[config.mk]
export PLATFORM = sky130hd
export DESIGN_NAME = instruction_fetch
export DESIGN_NICKNAME = d
export VERILOG_FILES = /design/src/rtl/instruction_fetch_pkg.sv /design/src/rtl/instruction_fetch_fifo.sv /design/src/rtl/instruction_fetch.sv
export SDC_FILE = /design/constraint.sdc
export NUM_CORES = 1
export LEC_CHECK = 0
export ABC_AREA = 1
export ABC_CLOCK_PERIOD_IN_PS = 4800
export BUFFER_PORTS_ARGS = -buffer_cell sky130_fd_sc_hd__buf_2
export CAP_MARGIN = 0
export CORE_MARGIN = 1
export CORE_UTILIZATION = 30
export DETAILED_ROUTE_END_ITERATION = 8
export GPL_ROUTABILITY_DRIVEN = 0
export PLACE_DENSITY = 0.56
export SETUP_SLACK_MARGIN = 0.05
export SLEW_MARGIN = 15
export SYNTH_ARGS = -nofsm -noshare
export SYNTH_HDL_FRONTEND = slang
export SYNTH_SLANG_ARGS = --single-unit
export TNS_END_PERCENT = 20
[constraint.sdc]
create_clock -name clk -period 4.8 [get_ports clk]
set_input_delay 0.48 -clock clk [delete_from_list [all_inputs] [get_ports clk]]
set_output_delay 0.48 -clock clk [all_outputs]
set_load 0.005 [all_outputs]
[src/rtl/instruction_fetch_pkg.sv]
// instruction_fetch_pkg: shared ISA constants, fetch defaults and the fetch FSM state type.
package instruction_fetch_pkg;
   localparam logic [6:0] OPC_OP_IMM = 7'b0010011;
   localparam logic [6:0] OPC_OP     = 7'b0110011;
   localparam logic [6:0] OPC_BRANCH = 7'b1100011;
   localparam logic [6:0] OPC_JAL    = 7'b1101111;
   localparam logic [2:0] F3_ADD     = 3'b000;
   localparam logic [2:0] F3_SLL     = 3'b001;
   localparam logic [2:0] F3_XOR     = 3'b100;
   localparam logic [31:0] RESET_PC_DEFAULT = 32'h0000_0000;
   localparam int INSTR_WIDTH = 32;

   typedef enum logic {BOOT, RUN} fetch_state_e;

   function automatic logic [INSTR_WIDTH-1:0] byte_swap(input logic [INSTR_WIDTH-1:0] w);
      return {w[7:0], w[15:8], w[23:16], w[31:24]};
   endfunction
endpackage

[src/rtl/instruction_fetch_fifo.sv]
// instruction_fetch_fifo: DEPTH-entry in-order buffer of {pc, instr} with flush and occupancy count.
module instruction_fetch_fifo #(
   parameter int DEPTH = 2,
   parameter int AW    = $clog2(DEPTH),
   parameter int CW    = AW + 1
) (
   input  logic          clk,
   input  logic          reset_n,
   input  logic          flush,
   input  logic          push,
   input  logic          pop,
   input  logic [63:0]   wdata,
   output logic [63:0]   rdata,
   output logic [CW-1:0] count,
   output logic          empty
);
   logic [63:0]   mem_q [DEPTH];
   logic [63:0]   mem_d [DEPTH];
   logic [AW-1:0] wr_ptr_q, wr_ptr_d, rd_ptr_q, rd_ptr_d;
   logic [CW-1:0] count_q, count_d;

   assign rdata = mem_q[rd_ptr_q];
   assign count = count_q;
   assign empty = count_q == '0;

   always_comb begin
      mem_d    = mem_q;
      wr_ptr_d = wr_ptr_q + AW'(push);
      rd_ptr_d = rd_ptr_q + AW'(pop);
      count_d  = count_q + CW'(push) - CW'(pop);
      if (push) mem_d[wr_ptr_q] = wdata;
      if (flush) begin
         wr_ptr_d = '0;
         rd_ptr_d = '0;
         count_d  = '0;
      end
   end

   always_ff @(posedge clk or negedge reset_n)
      if (!reset_n) begin
         mem_q    <= '{default: '0};
         wr_ptr_q <= '0;
         rd_ptr_q <= '0;
         count_q  <= '0;
      end else begin
         mem_q    <= mem_d;
         wr_ptr_q <= wr_ptr_d;
         rd_ptr_q <= rd_ptr_d;
         count_q  <= count_d;
      end
endmodule

[src/rtl/instruction_fetch.sv]
// instruction_fetch: credit-limited sequential fetch with in-order buffering and redirect flush.
// Define FETCH_BYTE_SWAP_EN to byte-reverse returned words (big-endian memory model).
module instruction_fetch
   import instruction_fetch_pkg::*;
#(
   parameter logic [31:0] RESET_PC = RESET_PC_DEFAULT,
   parameter int          DEPTH    = 2
) (
   input  logic                   clk,
   input  logic                   reset_n,
   output logic                   mem_req,
   output logic [31:0]            mem_addr,
   input  logic                   mem_gnt,
   input  logic                   mem_rvalid,
   input  logic [31:0]            mem_rdata,
   output logic                   instr_valid,
   input  logic                   instr_ready,
   output logic [INSTR_WIDTH-1:0] instr,
   output logic [31:0]            instr_pc,
   input  logic                   redirect_valid,
   input  logic [31:0]            redirect_pc
);
   localparam int AW = $clog2(DEPTH);
   localparam int CW = AW + 1;
   localparam logic [CW:0] DEPTH_W = (CW+1)'(DEPTH);

   fetch_state_e  state_q, state_d;
   logic [31:0]   fetch_pc_q, fetch_pc_d, resp_pc_q, resp_pc_d, target_pc, rdata;
   logic [CW-1:0] outstanding_q, outstanding_d, discard_q, discard_d, count;
   logic [CW:0]   credit;
   logic [63:0]   head;
   logic          gnt, push, drop, pop, empty, unused_bits;

   assign target_pc   = {redirect_pc[31:2], 2'b00};
   assign unused_bits = ^redirect_pc[1:0];
   assign mem_addr    = fetch_pc_q;
   assign instr_valid = !empty;
   assign instr       = head[31:0];
   assign instr_pc    = head[63:32];

`ifdef FETCH_BYTE_SWAP_EN
   assign rdata = byte_swap(mem_rdata);
`else
   assign rdata = mem_rdata;
`endif

   // Outstanding counts every in-flight read, including ones already marked for discard.
   always_comb begin
      state_d       = RUN;
      credit        = {1'b0, outstanding_q} + {1'b0, count};
      mem_req       = state_q == RUN && credit < DEPTH_W;
      gnt           = mem_req && mem_gnt;
      push          = mem_rvalid && discard_q == '0 && !redirect_valid;
      drop          = mem_rvalid && discard_q != '0;
      pop           = instr_valid && instr_ready && !redirect_valid;
      outstanding_d = outstanding_q + CW'(gnt) - CW'(mem_rvalid);
      discard_d     = redirect_valid ? outstanding_d : discard_q - CW'(drop);
      fetch_pc_d    = redirect_valid ? target_pc : fetch_pc_q + (gnt ? 32'd4 : 32'd0);
      resp_pc_d     = redirect_valid ? target_pc : resp_pc_q + (push ? 32'd4 : 32'd0);
   end

   always_ff @(posedge clk or negedge reset_n)
      if (!reset_n) begin
         state_q       <= BOOT;
         fetch_pc_q    <= RESET_PC;
         resp_pc_q     <= RESET_PC;
         outstanding_q <= '0;
         discard_q     <= '0;
      end else begin
         state_q       <= state_d;
         fetch_pc_q    <= fetch_pc_d;
         resp_pc_q     <= resp_pc_d;
         outstanding_q <= outstanding_d;
         discard_q     <= discard_d;
      end

   instruction_fetch_fifo #(.DEPTH(DEPTH)) u_fifo (
      .clk     (clk),
      .reset_n (reset_n),
      .flush   (redirect_valid),
      .push    (push),
      .pop     (pop),
      .wdata   ({resp_pc_q, rdata}),
      .rdata   (head),
      .count   (count),
      .empty   (empty)
   );

   a_rvalid_outstanding: assert property (@(posedge clk) disable iff (!reset_n)
      mem_rvalid |-> outstanding_q != '0)
      else $error("instruction_fetch: read response with no request outstanding");
endmodule

Word level (Yosys, flattened, before mapping):

Cells that the tools add are included.
Widths: inputs -> output; s select.

* word-level logic and storage cells: 53
* bits in registers: 201
* input bits: 70

* mux-type cells: 14
* $lt $le $gt $ge: 4
* reduce and logical (&&, ||, !) cells: 13
* add/subtract/negate cells: 10
* bitwise operators: 2

Operators with widths (count)
* $mux 64: 4
* $bwmux 128: 1
* $add 32x3->32: 2
* $demux 64 s1: 1
* $mux 32: 2
* $logic_and 1x1->1: 8
* $mux 3: 2
* $sub 2x1->2: 3
* $add 2x1->2: 2
* $ge 2x2->1 const B: 2
* $logic_not 2->1: 2
* $mux 2: 2
* $not 1->2: 2
* $add 2x2->3: 1
* $lt 3x2->1 const B: 1
* $add 1x1->1: 2
* $logic_not 1->1: 2
* $lt 2x1->1 const B: 1
* $mux 1: 2
* $reduce_bool 2->1: 1

Depth between registers and ports, before layout:

Gate-level depths: netlist (run 1).

* depth after elaboration: 7
* depth in mapped cells: 15

Cells and area by module:

A second synthesis (run 1) with hierarchy kept.

* cells, all modules: 1183
* area, all modules: 10083.4 um^2

By module, submodules not included
* instruction_fetch_fifo: cells each 573, times used 1, sequential area each 3303.2 um^2, area each 5999.5 um^2
* instruction_fetch: cells each 610, times used 1, sequential area each 1626.6 um^2, area each 4083.9 um^2

Worst setup path before layout (run 1):

Ideal clock, no wire load.

* path type: input to register
* start point: input redirect_valid
* end point: register resp_pc_q[28]
* library setup time: 0.117 ns
* data arrival time: 2.268 ns
* slack: 2.415 ns
* path buffers: 1
* stages: 11
* cells stage by stage: clkbuf_1 -> nor4_1 -> ha_1 -> ha_1 -> nand2_2 -> nor2_2 -> nand2_2 -> nor2_1 -> nand3_1 -> nand3_1 -> nand2_1

* cells in the longest elaborated chain, start to end: 5

RTL lines
* from (decl): RTL line instruction_fetch.sv:20 `input logic redirect_valid,`
* $logic_not 1->1: RTL line instruction_fetch.sv:53 `push = mem_rvalid && discard_q == '0 && !redirect_valid;`
* $logic_and 1x1->1: RTL line instruction_fetch.sv:53
* $mux 3: RTL line instruction_fetch.sv:59 `resp_pc_d = redirect_valid ? target_pc : resp_pc_q + (push ? 32'd4 : 32'd0);`
* $add 32x3->32: RTL line instruction_fetch.sv:59
* $mux 32 *: RTL line instruction_fetch.sv:59
* net resp_pc_d[28]: RTL line instruction_fetch.sv:28 `logic [31:0] fetch_pc_q, fetch_pc_d, resp_pc_q, resp_pc_d, target_pc, rdata;`
* to (signal assigned): RTL line instruction_fetch.sv:72 `resp_pc_q <= resp_pc_d;`
* to (decl): RTL line instruction_fetch.sv:28

The timed path passes the listed nets; every way through them passes the cells marked *.
A chain may end at the register's enable or synchronous reset.

Final worst setup path (run 1):

* start point: register u_fifo.rd_ptr_q
* end point: output instr[8]

* cells in the longest elaborated chain, start to end: 4

RTL lines
* from (decl): RTL line instruction_fetch_fifo.sv:19 `logic [AW-1:0] wr_ptr_q, wr_ptr_d, rd_ptr_q, rd_ptr_d;`
* from (signal assigned): RTL line instruction_fetch_fifo.sv:48 `rd_ptr_q <= rd_ptr_d;`
* $not 1->2 (not written as such): RTL line instruction_fetch_fifo.sv:22 `assign rdata = mem_q[rd_ptr_q];`
* $mux 64 (not written as such) (3 in a row): RTL line instruction_fetch_fifo.sv:22
* to (decl): RTL line instruction_fetch.sv:18 `output logic [INSTR_WIDTH-1:0] instr,`

Every way passes these cells. The select of a mux whose other input is x is not followed.

==> impl_metrics.xml, run 1 <==
<?xml version="1.0" encoding="UTF-8"?>
<metrics>
  <group name="outcome">
    <metric name="status" unit="">finished clean</metric>
  </group>
  <group name="drt">
    <metric name="detail-route-antenna-nets" unit="">0</metric>
    <metric name="firstDrtPassIters" unit="">5</metric>
    <metric name="dr.first_iter.drc_count" unit="">397</metric>
    <metric name="drt-wirelength-per-cell" unit="µm">14.37</metric>
    <metric name="num_vias" unit="">7939</metric>
    <metric name="via_per_inst" unit="">4.555</metric>
    <metric name="drt_wl_total" unit="µm">25050</metric>
    <metric name="drc_errors" unit="">0</metric>
  </group>
  <group name="final_layout">
    <metric name="drive_above_1_share" unit="%">21.10</metric>
    <metric name="finalInstanceArea" unit="mm²">0.01142</metric>
    <metric name="layout_common_cells" unit="">sky130_fd_sc_hd__nand2_1, sky130_fd_sc_hd__dfrtp_1, sky130_fd_sc_hd__buf_2</metric>
    <metric name="synthToLayoutAreaGrowth" unit="%">18.92</metric>
    <metric name="final_common_cell" unit="">sky130_fd_sc_hd__nand2_1</metric>
    <metric name="final.fill_count" unit="">3353</metric>
    <metric name="sequential_cell_area" unit="mm²">0.004833</metric>
    <metric name="fin_cells" unit="">1743</metric>
    <metric name="multi_input_comb_area" unit="mm²">0.004098</metric>
    <metric name="n_antenna_cell" unit="">0</metric>
    <metric name="layout.nets" unit="">1411</metric>
  </group>
  <group name="placement">
    <metric name="placed_cells" unit="">1712</metric>
    <metric name="place.detailed.hpwl" unit="µm">17580</metric>
    <metric name="place_area" unit="mm²">0.01079</metric>
    <metric name="port_buffers" unit="">161</metric>
  </group>
  <group name="cts">
    <metric name="cts-hold-fix-buffers" unit="">0</metric>
    <metric name="cts_tree" unit="">built</metric>
    <metric name="cts_max_path_buffers" unit="">2</metric>
    <metric name="postCtsSetupRepairBufs" unit="">0</metric>
    <metric name="cts-buffers-inserted" unit="">17</metric>
    <metric name="ctsHtreeMaxLevel" unit="">4</metric>
    <metric name="clock_root_buffer" unit="">sky130_fd_sc_hd__clkbuf_16</metric>
    <metric name="cts.repair.resized" unit="">0</metric>
    <metric name="clkTransAtPathRegs" unit="ns">0.07</metric>
    <metric name="clk_latency" unit="ns">0.43</metric>
    <metric name="clock_sink_count" unit="">193</metric>
  </group>
  <group name="worst_setup_path">
    <metric name="worstPathMaxFanout" unit="">74</metric>
    <metric name="required" unit="ns">4.32</metric>
    <metric name="setup.worst_path.start_class" unit="">flip-flop</metric>
    <metric name="critical_path_class" unit="">reg2out</metric>
    <metric name="worstSetupEndpointType" unit="">primary output</metric>
    <metric name="worst_ep_arrival_time" unit="ns">2.21</metric>
  </group>
  <group name="synthesis">
    <metric name="area_share_of_the_largest_cell_type_after_synthesis" unit="%">50.27</metric>
    <metric name="yosys-top-cells-area" unit="">sky130_fd_sc_hd__dfrtp_1, sky130_fd_sc_hd__nand2_1, sky130_fd_sc_hd__o21ai_0, sky130_fd_sc_hd__mux2_2, sky130_fd_sc_hd__inv_1</metric>
    <metric name="syn_inst" unit="">1188</metric>
    <metric name="postSynth.topFlopCell" unit="">sky130_fd_sc_hd__dfrtp_1</metric>
    <metric name="synth.ff_latch_count" unit="">193</metric>
    <metric name="synth-seq-area-share" unit="%">50.27</metric>
    <metric name="yosys.cell_types.count" unit="">33</metric>
    <metric name="postSynth.asyncResetShare" unit="%">100.0</metric>
    <metric name="synth-edff-count" unit="">0</metric>
    <metric name="yosysTopAreaCell" unit="">sky130_fd_sc_hd__dfrtp_1</metric>
    <metric name="synth_area" unit="mm²">0.009607</metric>
    <metric name="synthesis.yosys.warnings" unit="">0</metric>
    <metric name="syn-mean-instance-area" unit="µm²">8.086</metric>
  </group>
  <group name="sta">
    <metric name="slew_headroom" unit="%">27.80</metric>
    <metric name="fraction_of_the_cycle_the_final_worst_path_needs" unit="%">55.95</metric>
    <metric name="slew_violations" unit="">0</metric>
    <metric name="hold_violations" unit="">0</metric>
    <metric name="final.setup_skew" unit="ns">0.01152</metric>
    <metric name="timing.setup.tns" unit="ns">0</metric>
    <metric name="tightest_slew" unit="ns">1.076</metric>
    <metric name="final_critical_path_required_period" unit="ns">2.685</metric>
    <metric name="grt_setup_unrepaired" unit="">no</metric>
    <metric name="finalSetupViolations" unit="">0</metric>
    <metric name="fmax" unit="MHz">372.4</metric>
  </group>
  <group name="global_routing">
    <metric name="grt_start_max_net_pins" unit="">119</metric>
    <metric name="grt_antenna_before_repair" unit="">0</metric>
    <metric name="met2_track_demand_over_resource" unit="%">24.88</metric>
    <metric name="global_route.peak_usage_layer" unit="">met2</metric>
    <metric name="gr-total-overflow" unit="">0</metric>
    <metric name="grt_resource_usage_total" unit="%">15.84</metric>
    <metric name="vias_in_the_first_global_route" unit="">7808</metric>
    <metric name="grtUsageMet3" unit="%">2.903</metric>
    <metric name="grt.met1_usage" unit="%">22.53</metric>
    <metric name="grt_first_pass_wirelength" unit="µm">41160</metric>
  </group>
  <group name="power">
    <metric name="power_leakage" unit="nW">5.564</metric>
    <metric name="switching_share" unit="%">32.38</metric>
    <metric name="power_density" unit="mW/mm²">475.7</metric>
    <metric name="share_seq_of_total_power" unit="%">44.8</metric>
    <metric name="power_frac_comb" unit="%">26.8</metric>
    <metric name="report.power.total" unit="mW">5.435</metric>
    <metric name="power_report.internal_total" unit="mW">3.675</metric>
    <metric name="ir_worst_vdd" unit="mV">0.2637</metric>
    <metric name="switching_component_of_the_power" unit="mW">1.760</metric>
    <metric name="clockPowerShare" unit="%">28.4</metric>
  </group>
  <group name="floorplan">
    <metric name="die_width" unit="µm">180.9</metric>
    <metric name="floorplan.die.height" unit="µm">180.9</metric>
    <metric name="floorplan.die_area" unit="mm²">0.03274</metric>
    <metric name="floorplan.core_area" unit="mm²">0.03156</metric>
    <metric name="ioPinCount" unit="">168</metric>
    <metric name="starting_utilization_of_the_core_area" unit="%">30.44</metric>
    <metric name="rows" unit="">65</metric>
  </group>
  <group name="worst_hold_path">
    <metric name="hold_path.class" unit="">in2async</metric>
  </group>
  <group name="flow_run">
    <metric name="maxCapViolations" unit="">0</metric>
  </group>
</metrics>
cell type report:
type                       count  share of cell area, %
tap                          402                  4.403
clock buffer                  20                  3.910
sequential                   193                  42.31
multi-input combinational    818                  35.87
timing repair buffer         170                  7.721
clock inverter                11                  1.555
inverter                     129                  4.238
registers in the layout, summed over array words and instances (netlist names):
register,count
discard_q,2
mem_addr,30
outstanding_q,2
resp_pc_q,30
state_q,1
u_fifo.count,2
u_fifo.mem_q,124
u_fifo.rd_ptr_q,1
u_fifo.wr_ptr_q,1
kinds of logic (layout without fill, tap and decap cells):
family          count (synthesis)  count (layout)  synth area share (%)
compound gates                187             187                 9.937
buf+inv                       180             330                 7.515
xor+xnor                        7               7                0.6382
simple gates                  564             564                 24.88
fa+ha+maj                      12              12                 1.641
other cells                     2               5               0.07817
mux                            43              43                 5.040
flops                         193             193                 50.27
per-layer routing:
metal | part of all wire (%) | vias up
li1 | - | 4017
met1 | 50 | 3696
met2 | 44 | 207
met3 | 4.1 | 19
met4 | 1.3 | 0
met5 | 0 | -
cell usage after synthesis (2+ instances only):
cell type and instances:
sky130_fd_sc_hd__nand2_1 364, sky130_fd_sc_hd__dfrtp_1 193, sky130_fd_sc_hd__o21ai_0 142, sky130_fd_sc_hd__inv_1 128, sky130_fd_sc_hd__nor2_1 98, sky130_fd_sc_hd__nand3_1 58, sky130_fd_sc_hd__mux2_2 43, sky130_fd_sc_hd__a21oi_1 30
sky130_fd_sc_hd__buf_2 25, sky130_fd_sc_hd__clkbuf_1 21, sky130_fd_sc_hd__ha_1 11, sky130_fd_sc_hd__nor2_2 11, sky130_fd_sc_hd__nor2_4 10, sky130_fd_sc_hd__nand2_2 9, sky130_fd_sc_hd__o22ai_1 7, sky130_fd_sc_hd__xnor2_1 5
sky130_fd_sc_hd__buf_4 4, sky130_fd_sc_hd__o21ai_1 4, sky130_fd_sc_hd__o21bai_1 4, sky130_fd_sc_hd__and2_1 2, sky130_fd_sc_hd__conb_1 2, sky130_fd_sc_hd__nand2_4 2, sky130_fd_sc_hd__nor2_8 2, sky130_fd_sc_hd__or2_1 2
sky130_fd_sc_hd__or2_2 2, sky130_fd_sc_hd__xor2_1 2
worst max-delay path, cell delays in order, from the launching register on:
cell                      delay, ns
sky130_fd_sc_hd__dfrtp_4       0.87
sky130_fd_sc_hd__buf_4         0.54
sky130_fd_sc_hd__o21ai_0       0.19
sky130_fd_sc_hd__buf_2         0.16
worst paths after layout:
| kind | slack [ns] | start | cells after the start | end |
|---|---|---|---|---|
| min | 0.16 | reset_n | 1 | u_fifo.mem_q[89] |
| min in group clk | 0.27 | mem_rdata[23] | 3 | u_fifo.mem_q[87] |
| min reg2reg | 0.50 | u_fifo.mem_q[49] | 1 | u_fifo.mem_q[49] |
| max in group asynchronous | 3.41 | reset_n | 2 | resp_pc_q[8] |
| max reg2reg | 2.20 | outstanding_q[0] | 14 | mem_addr[29] |
| max | 2.11 | u_fifo.rd_ptr_q | 3 | instr[8] |
through the flow:
stage          worst slack, ns  utilization, %  hold WS [ns]
3_3_place_gp             1.711           34.21        0.4887
4_1_cts                  1.859           36.19        0.2414
2_1_floorplan            2.415               -        0.1844
3_5_place_dp             1.682           34.21        0.4954
6_report                 2.115           36.21        0.1596
5_1_grt                  1.879           36.21        0.2642
power by group through the flow:
stage               clock network (mW)  logic (mW)  registers [mW]
global route                      1.64        1.69            2.51
CTS                               1.59        1.49            2.44
detailed placement                   0        1.49            2.47
global placement                     0        1.45            2.45
finish                            1.54        1.46            2.44
floorplan                            0       0.900            2.36
Note: power is estimated with default switching activity, not from simulation.
==> inputs of run 2 (changes only) <==
Settings changed: ABC_CLOCK_PERIOD_IN_PS 4800 to 2700.
Clock period 4.8 ns to 2.7 ns, I/O delays scaled along.
==> run 2 against run 1 <==
Net effect:
- die area stayed put
- via count increased by 0.52%
- design area rose by 1.1%
- combinational power grew 80%
- power increased by 76%
- critical path type is now reg2reg
==> impl_metrics.xml, run 2 (same netlist as run 1, synthesis figures left out) <==
<?xml version="1.0" encoding="UTF-8"?>
<metrics>
  <group name="floorplan">
    <metric name="die_width" unit="µm">180.9</metric>
    <metric name="ioPinCount" unit="">168</metric>
    <metric name="floorplan.die.height" unit="µm">180.9</metric>
    <metric name="rows" unit="">65</metric>
    <metric name="floorplan.die_area" unit="mm²">0.03274</metric>
    <metric name="starting_utilization_of_the_core_area" unit="%">30.44</metric>
    <metric name="floorplan.core_area" unit="mm²">0.03156</metric>
  </group>
  <group name="worst_setup_path">
    <metric name="crit_start" unit="">outstanding_q[0]</metric>
    <metric name="worst_ep_arrival_time" unit="ns">2.75</metric>
    <metric name="ff2ff_path_depth" unit="">14</metric>
    <metric name="critical_path_class" unit="">reg2reg</metric>
    <metric name="worstSetupEndpointType" unit="">flip-flop</metric>
    <metric name="critical_path.endpoint" unit="">mem_addr[31]</metric>
    <metric name="worst_r2r_startpoint" unit="">outstanding_q[0]</metric>
    <metric name="timing.reg2reg.setup_slack" unit="ns">0.27</metric>
    <metric name="rr_endpoint" unit="">mem_addr[31]</metric>
    <metric name="worstPathMaxFanout" unit="">6</metric>
    <metric name="required" unit="ns">3.02</metric>
    <metric name="setup.worst_path.start_class" unit="">flip-flop</metric>
  </group>
  <group name="sta">
    <metric name="fmax" unit="MHz">411.1</metric>
    <metric name="grt_setup_unrepaired" unit="">no</metric>
    <metric name="slew_headroom" unit="%">48.57</metric>
    <metric name="final_critical_path_required_period" unit="ns">2.432</metric>
    <metric name="timing.setup.tns" unit="ns">0</metric>
    <metric name="hold_violations" unit="">0</metric>
    <metric name="slew_violations" unit="">0</metric>
    <metric name="final.setup_skew" unit="ns">0.01191</metric>
    <metric name="fin_worst_hold_slack" unit="ns">0.06111</metric>
    <metric name="tightest_slew" unit="ns">0.7715</metric>
    <metric name="finalSetupViolations" unit="">0</metric>
    <metric name="fraction_of_the_cycle_the_final_worst_path_needs" unit="%">90.09</metric>
  </group>
  <group name="cts">
    <metric name="clock_sink_count" unit="">193</metric>
    <metric name="clock_root_buffer" unit="">sky130_fd_sc_hd__clkbuf_16</metric>
    <metric name="clkTransAtPathRegs" unit="ns">0.07</metric>
    <metric name="cts_tree" unit="">built</metric>
    <metric name="cts_max_path_buffers" unit="">2</metric>
    <metric name="cts-buffers-inserted" unit="">17</metric>
    <metric name="ctsHtreeMaxLevel" unit="">4</metric>
    <metric name="clk_latency" unit="ns">0.43</metric>
  </group>
  <group name="outcome">
    <metric name="status" unit="">finished clean</metric>
  </group>
  <group name="final_layout">
    <metric name="n_antenna_cell" unit="">0</metric>
    <metric name="final_common_cell" unit="">sky130_fd_sc_hd__nand2_1</metric>
    <metric name="regMostFlops" unit="">u_fifo.mem_q</metric>
    <metric name="layout_common_cells" unit="">sky130_fd_sc_hd__nand2_1, sky130_fd_sc_hd__dfrtp_1, sky130_fd_sc_hd__buf_2</metric>
    <metric name="drive_above_1_share" unit="%">21.69</metric>
    <metric name="layout.nets" unit="">1420</metric>
    <metric name="synthToLayoutAreaGrowth" unit="%">20.25</metric>
    <metric name="layout.core_utilization" unit="%">36.61</metric>
    <metric name="largest_reg_flops" unit="">124</metric>
  </group>
  <group name="global_routing">
    <metric name="grt_start_max_net_pins" unit="">81</metric>
    <metric name="grtUsageMet3" unit="%">2.762</metric>
    <metric name="met2_track_demand_over_resource" unit="%">24.09</metric>
    <metric name="gr-total-overflow" unit="">0</metric>
    <metric name="global_route.peak_usage_layer" unit="">met2</metric>
    <metric name="grt_first_pass_wirelength" unit="µm">41010</metric>
    <metric name="grt.met1_usage" unit="%">23.30</metric>
    <metric name="grt_resource_usage_total" unit="%">15.80</metric>
    <metric name="vias_in_the_first_global_route" unit="">7611</metric>
    <metric name="grt_antenna_before_repair" unit="">0</metric>
  </group>
  <group name="placement">
    <metric name="port_buffers" unit="">161</metric>
    <metric name="place.detailed.hpwl" unit="µm">18100</metric>
  </group>
  <group name="power">
    <metric name="power_density" unit="mW/mm²">829.5</metric>
    <metric name="report.power.total" unit="mW">9.583</metric>
    <metric name="power_leakage" unit="nW">5.632</metric>
    <metric name="ir_worst_vdd" unit="mV">0.4863</metric>
  </group>
  <group name="worst_hold_path">
    <metric name="hold_path.class" unit="">in2reg</metric>
    <metric name="timing.hold.worst.start" unit="">mem_rdata[18]</metric>
  </group>
  <group name="drt">
    <metric name="dr.first_iter.drc_count" unit="">424</metric>
    <metric name="drt-wirelength-per-cell" unit="µm">14.15</metric>
    <metric name="drc_errors" unit="">0</metric>
    <metric name="via_per_inst" unit="">4.552</metric>
    <metric name="drt_wl_total" unit="µm">24800</metric>
    <metric name="detail-route-antenna-nets" unit="">0</metric>
    <metric name="num_vias" unit="">7980</metric>
    <metric name="firstDrtPassIters" unit="">6</metric>
  </group>
  <group name="flow_run">
    <metric name="maxCapViolations" unit="">0</metric>
  </group>
</metrics>
run 2: how the worst min path moves through the flow:
stage / cells past startpoint / to / slack, ns
after floorplan: 0 / discard_q[0] / -0.03
after global placement: 1 / u_fifo.mem_q[23] / 0.37
after detailed placement: 1 / u_fifo.mem_q[23] / 0.37
after CTS: 3 / u_fifo.mem_q[87] / 0.05
after global routing: 3 / u_fifo.mem_q[86] / 0.05
final: 3 / u_fifo.mem_q[82] / 0.06
run 2: where the power goes:
group	total [mW]	internal [mW]	leakage, nW	switching, mW
Clock	2.61	1.47	0.289	1.15
Combinational	2.63	1.17	2.92	1.46
Sequential	4.34	3.82	2.43	0.525
Total	9.58	6.46	5.63	3.13
run 2: timing repair:
item                                    CTS  global route
endpoints found under the hold margin    74             0
hold buffers                              1             0
endpoints found under the setup margin    0            16
buffers inserted                          0             0
gates resized for setup                   0             5
run 2: per-layer routing:
layer  share of wire, %  routed length (µm)  up-vias
met2                 45               11090      205
met4               0.81                 201        0
met3                4.4                1081       13
li1                   -                   -     4043
met1                 50               12430     3719
met5                  0                   0        -
run 2: area by class of cell:
class | instances | area [µm²]
sequential | 193 | 4833
inverter | 129 | 484.2
fill | 3329 | 20000
tap | 402 | 503.0
timing repair buffer | 179 | 1027
multi-input combinational | 818 | 4111
clock inverter | 12 | 156.4
clock buffer | 20 | 436.7
run 2: worst max-delay path, stage by stage (launching register included):
cell	delay, ns
sky130_fd_sc_hd__dfrtp_1	0.39
sky130_fd_sc_hd__nand2_1	0.07
sky130_fd_sc_hd__inv_1	0.04
sky130_fd_sc_hd__fa_1	0.45
sky130_fd_sc_hd__nor3b_2	0.23
sky130_fd_sc_hd__nand2_2	0.09
sky130_fd_sc_hd__inv_1	0.09
sky130_fd_sc_hd__ha_2	0.20
sky130_fd_sc_hd__nand2_4	0.09
sky130_fd_sc_hd__inv_1	0.14
sky130_fd_sc_hd__nand2_2	0.10
sky130_fd_sc_hd__nor2_4	0.19
sky130_fd_sc_hd__nand3_1	0.09
sky130_fd_sc_hd__nand3_1	0.09
sky130_fd_sc_hd__nand2_1	0.05
run 2: through the flow:
step	instance area [µm²]	instances	setup slack, ns
floorplan	9618	1191	0.3719
global placement	10930	1720	0.1949
detailed placement	10930	1720	0.1343
CTS	11530	1753	0.1288
global route	11550	1753	0.06828
finish	11550	1753	0.2677
==> inputs of run 3 (changes only) <==
==> constraint.sdc (replaced) <==
create_clock -name clk -period 2.7 [get_ports clk]
set_input_delay 0.405 -clock clk [delete_from_list [all_inputs] [get_ports clk]]
set_output_delay 0.405 -clock clk [all_outputs]
set_load 0.005 [all_outputs]
==> run 3 against run 2 <==
Net effect:
- the run now ends with hold timing left
- setup slack improved by 0.017 ns
- sequential cell count is the same
- power is 0.79% higher
- highest routed layer unchanged
- critical endpoint is now mem_addr[20]
- critical path depth is the same
- register-to-register slack gained 0.02 ns
- first-iteration DRC count increased by 1.2%
- largest power group unchanged
==> impl_metrics.xml, run 3 (same netlist as run 1, synthesis figures left out) <==
<?xml version="1.0" encoding="UTF-8"?>
<metrics>
  <group name="final_layout">
    <metric name="synthToLayoutAreaGrowth" unit="%">20.17</metric>
    <metric name="regMostFlops" unit="">u_fifo.mem_q</metric>
    <metric name="finalInstanceArea" unit="mm²">0.01154</metric>
    <metric name="final_common_cell" unit="">sky130_fd_sc_hd__nand2_1</metric>
    <metric name="drive_above_1_share" unit="%">21.60</metric>
    <metric name="layout.nets" unit="">1417</metric>
    <metric name="largest_reg_flops" unit="">124</metric>
    <metric name="n_antenna_cell" unit="">0</metric>
    <metric name="layout_common_cells" unit="">sky130_fd_sc_hd__nand2_1, sky130_fd_sc_hd__dfrtp_1, sky130_fd_sc_hd__buf_2</metric>
  </group>
  <group name="worst_setup_path">
    <metric name="cpPeakStageDelay" unit="ns">0.45</metric>
    <metric name="setup.worst_path.start_class" unit="">flip-flop</metric>
    <metric name="required" unit="ns">3.03</metric>
    <metric name="worst_r2r_startpoint" unit="">u_fifo.count[0]</metric>
    <metric name="worstSetupEndpointType" unit="">flip-flop</metric>
    <metric name="critical_path_class" unit="">reg2reg</metric>
    <metric name="cp_slowest_cell" unit="">sky130_fd_sc_hd__fa_1</metric>
    <metric name="worstPathMaxFanout" unit="">6</metric>
    <metric name="worst_ep_arrival_time" unit="ns">2.74</metric>
    <metric name="rr_endpoint" unit="">mem_addr[20]</metric>
    <metric name="crit_chain" unit="">nand2_1 &gt; inv_1 &gt; fa_1 &gt; nor3b_2 &gt; nand2_2 &gt; inv_1 &gt; ha_1 &gt; nand2_4 &gt; nor2_8 &gt; nand2_4 &gt; nor2_4 &gt; nand3_1 &gt; nand3_1 &gt; nand2_1</metric>
    <metric name="ff2ff_path_depth" unit="">14</metric>
    <metric name="timing.reg2reg.setup_slack" unit="ns">0.28</metric>
  </group>
  <group name="cts">
    <metric name="cts_max_path_buffers" unit="">2</metric>
    <metric name="clock_root_buffer" unit="">sky130_fd_sc_hd__clkbuf_16</metric>
    <metric name="cts_tree" unit="">built</metric>
    <metric name="cts-buffers-inserted" unit="">17</metric>
    <metric name="ctsHtreeMaxLevel" unit="">4</metric>
    <metric name="clock_sink_count" unit="">193</metric>
    <metric name="clkTransAtPathRegs" unit="ns">0.08</metric>
    <metric name="clk_latency" unit="ns">0.43</metric>
  </group>
  <group name="global_routing">
    <metric name="vias_in_the_first_global_route" unit="">7537</metric>
    <metric name="grt_start_max_net_pins" unit="">83</metric>
    <metric name="grt_antenna_before_repair" unit="">0</metric>
    <metric name="gr-total-overflow" unit="">0</metric>
    <metric name="grt_resource_usage_total" unit="%">15.62</metric>
    <metric name="grt_first_pass_wirelength" unit="µm">40510</metric>
  </group>
  <group name="floorplan">
    <metric name="die_width" unit="µm">180.9</metric>
    <metric name="floorplan.core_area" unit="mm²">0.03156</metric>
    <metric name="floorplan.die.height" unit="µm">180.9</metric>
    <metric name="floorplan.die_area" unit="mm²">0.03274</metric>
    <metric name="ioPinCount" unit="">168</metric>
    <metric name="rows" unit="">65</metric>
    <metric name="starting_utilization_of_the_core_area" unit="%">30.44</metric>
  </group>
  <group name="drt">
    <metric name="dr.first_iter.drc_count" unit="">429</metric>
    <metric name="num_vias" unit="">7951</metric>
    <metric name="firstDrtPassIters" unit="">5</metric>
    <metric name="detail-route-antenna-nets" unit="">0</metric>
    <metric name="drt_wl_total" unit="µm">24650</metric>
    <metric name="via_per_inst" unit="">4.546</metric>
    <metric name="drt-wirelength-per-cell" unit="µm">14.09</metric>
    <metric name="drc_errors" unit="">0</metric>
  </group>
  <group name="outcome">
    <metric name="status" unit="">finished with violations</metric>
    <metric name="failed_checks" unit="">hold timing</metric>
  </group>
  <group name="sta">
    <metric name="fraction_of_the_cycle_the_final_worst_path_needs" unit="%">89.46</metric>
    <metric name="finalSetupViolations" unit="">0</metric>
    <metric name="tightest_slew" unit="ns">0.7399</metric>
    <metric name="slew_headroom" unit="%">50.68</metric>
    <metric name="slew_violations" unit="">0</metric>
    <metric name="fin_worst_hold_slack" unit="ns">-0.01021</metric>
    <metric name="final_critical_path_required_period" unit="ns">2.415</metric>
    <metric name="grt_setup_unrepaired" unit="">no</metric>
    <metric name="fmax" unit="MHz">414.0</metric>
    <metric name="timing.setup.tns" unit="ns">0</metric>
    <metric name="hold_violations" unit="">1</metric>
    <metric name="final.setup_skew" unit="ns">0.01498</metric>
  </group>
  <group name="power">
    <metric name="power_density" unit="mW/mm²">836.6</metric>
    <metric name="power_leakage" unit="nW">5.624</metric>
    <metric name="ir_worst_vdd" unit="mV">0.4566</metric>
  </group>
  <group name="flow_run">
    <metric name="maxCapViolations" unit="">0</metric>
  </group>
  <group name="placement">
    <metric name="port_buffers" unit="">161</metric>
    <metric name="place.detailed.hpwl" unit="µm">17970</metric>
    <metric name="place_area" unit="mm²">0.01091</metric>
  </group>
  <group name="worst_hold_path">
    <metric name="hold_path.class" unit="">in2async</metric>
  </group>
</metrics>
## run 3: final cells by class
cell class	count	area (µm²)
fill	3274	20010
inverter	129	484.2
multi-input combinational	818	4109
clock inverter	12	180.2
timing repair buffer	176	1002
sequential	193	4833
tap	402	503.0
clock buffer	19	432.9
## run 3: how the worst max path moves through the flow
stage	from	endpoint	slack, ns	depth (start not counted)
floorplan	outstanding_q[0]	mem_addr[22]	0.37	14
global placement	outstanding_q[0]	mem_addr[21]	0.19	14
detailed placement	u_fifo.count[0]	mem_addr[21]	0.15	14
CTS	u_fifo.count[0]	mem_addr[21]	0.14	14
global route	u_fifo.count[0]	mem_addr[20]	0.06	14
finish	u_fifo.count[0]	mem_addr[20]	0.28	14
## run 3: power by group
part	internal (mW)	switching (mW)	total, mW
clock network	1.56	1.14	2.70
logic	1.17	1.48	2.64
registers	3.82	0.497	4.31
## run 3: layer usage
layer | share of wire (%) | routed length (µm) | global-route usage (%) | vias up
li1 | - | - | - | 4032
met1 | 50 | 12410 | 22.48 | 3696
met2 | 44 | 10760 | 23.94 | 204
met3 | 5.1 | 1254 | 3.245 | 19
met4 | 0.91 | 225 | 3.627 | 0
met5 | 0 | 0 | 0 | -
## run 3: critical path, delay by kind of cell (launching register included)
kind,cells,cell delay [ns]
adder cells (fa/ha/maj),2,0.65
buffers and inverters,2,0.14
flip-flops,1,0.39
AND/OR/NAND/NOR,10,1.13
## run 3: stage by stage
stage	util (%)	std cells	total power [mW]	setup WS, ns
5_1_grt	36.59	1749	10.39	0.05994
6_report	36.59	1749	9.659	0.2847
3_3_place_gp	34.56	1717	6.976	0.1898
2_1_floorplan	-	1191	5.796	0.3719
4_1_cts	36.51	1748	9.803	0.1416
3_5_place_dp	34.56	1717	7.069	0.1543
## run 3: timing repair
item / 4_1_cts / 5_1_grt
setup buffers: 0 / 1
gates resized for setup: 0 / 5
hold buffers: 0 / 0
endpoints found under the setup margin: 0 / 19
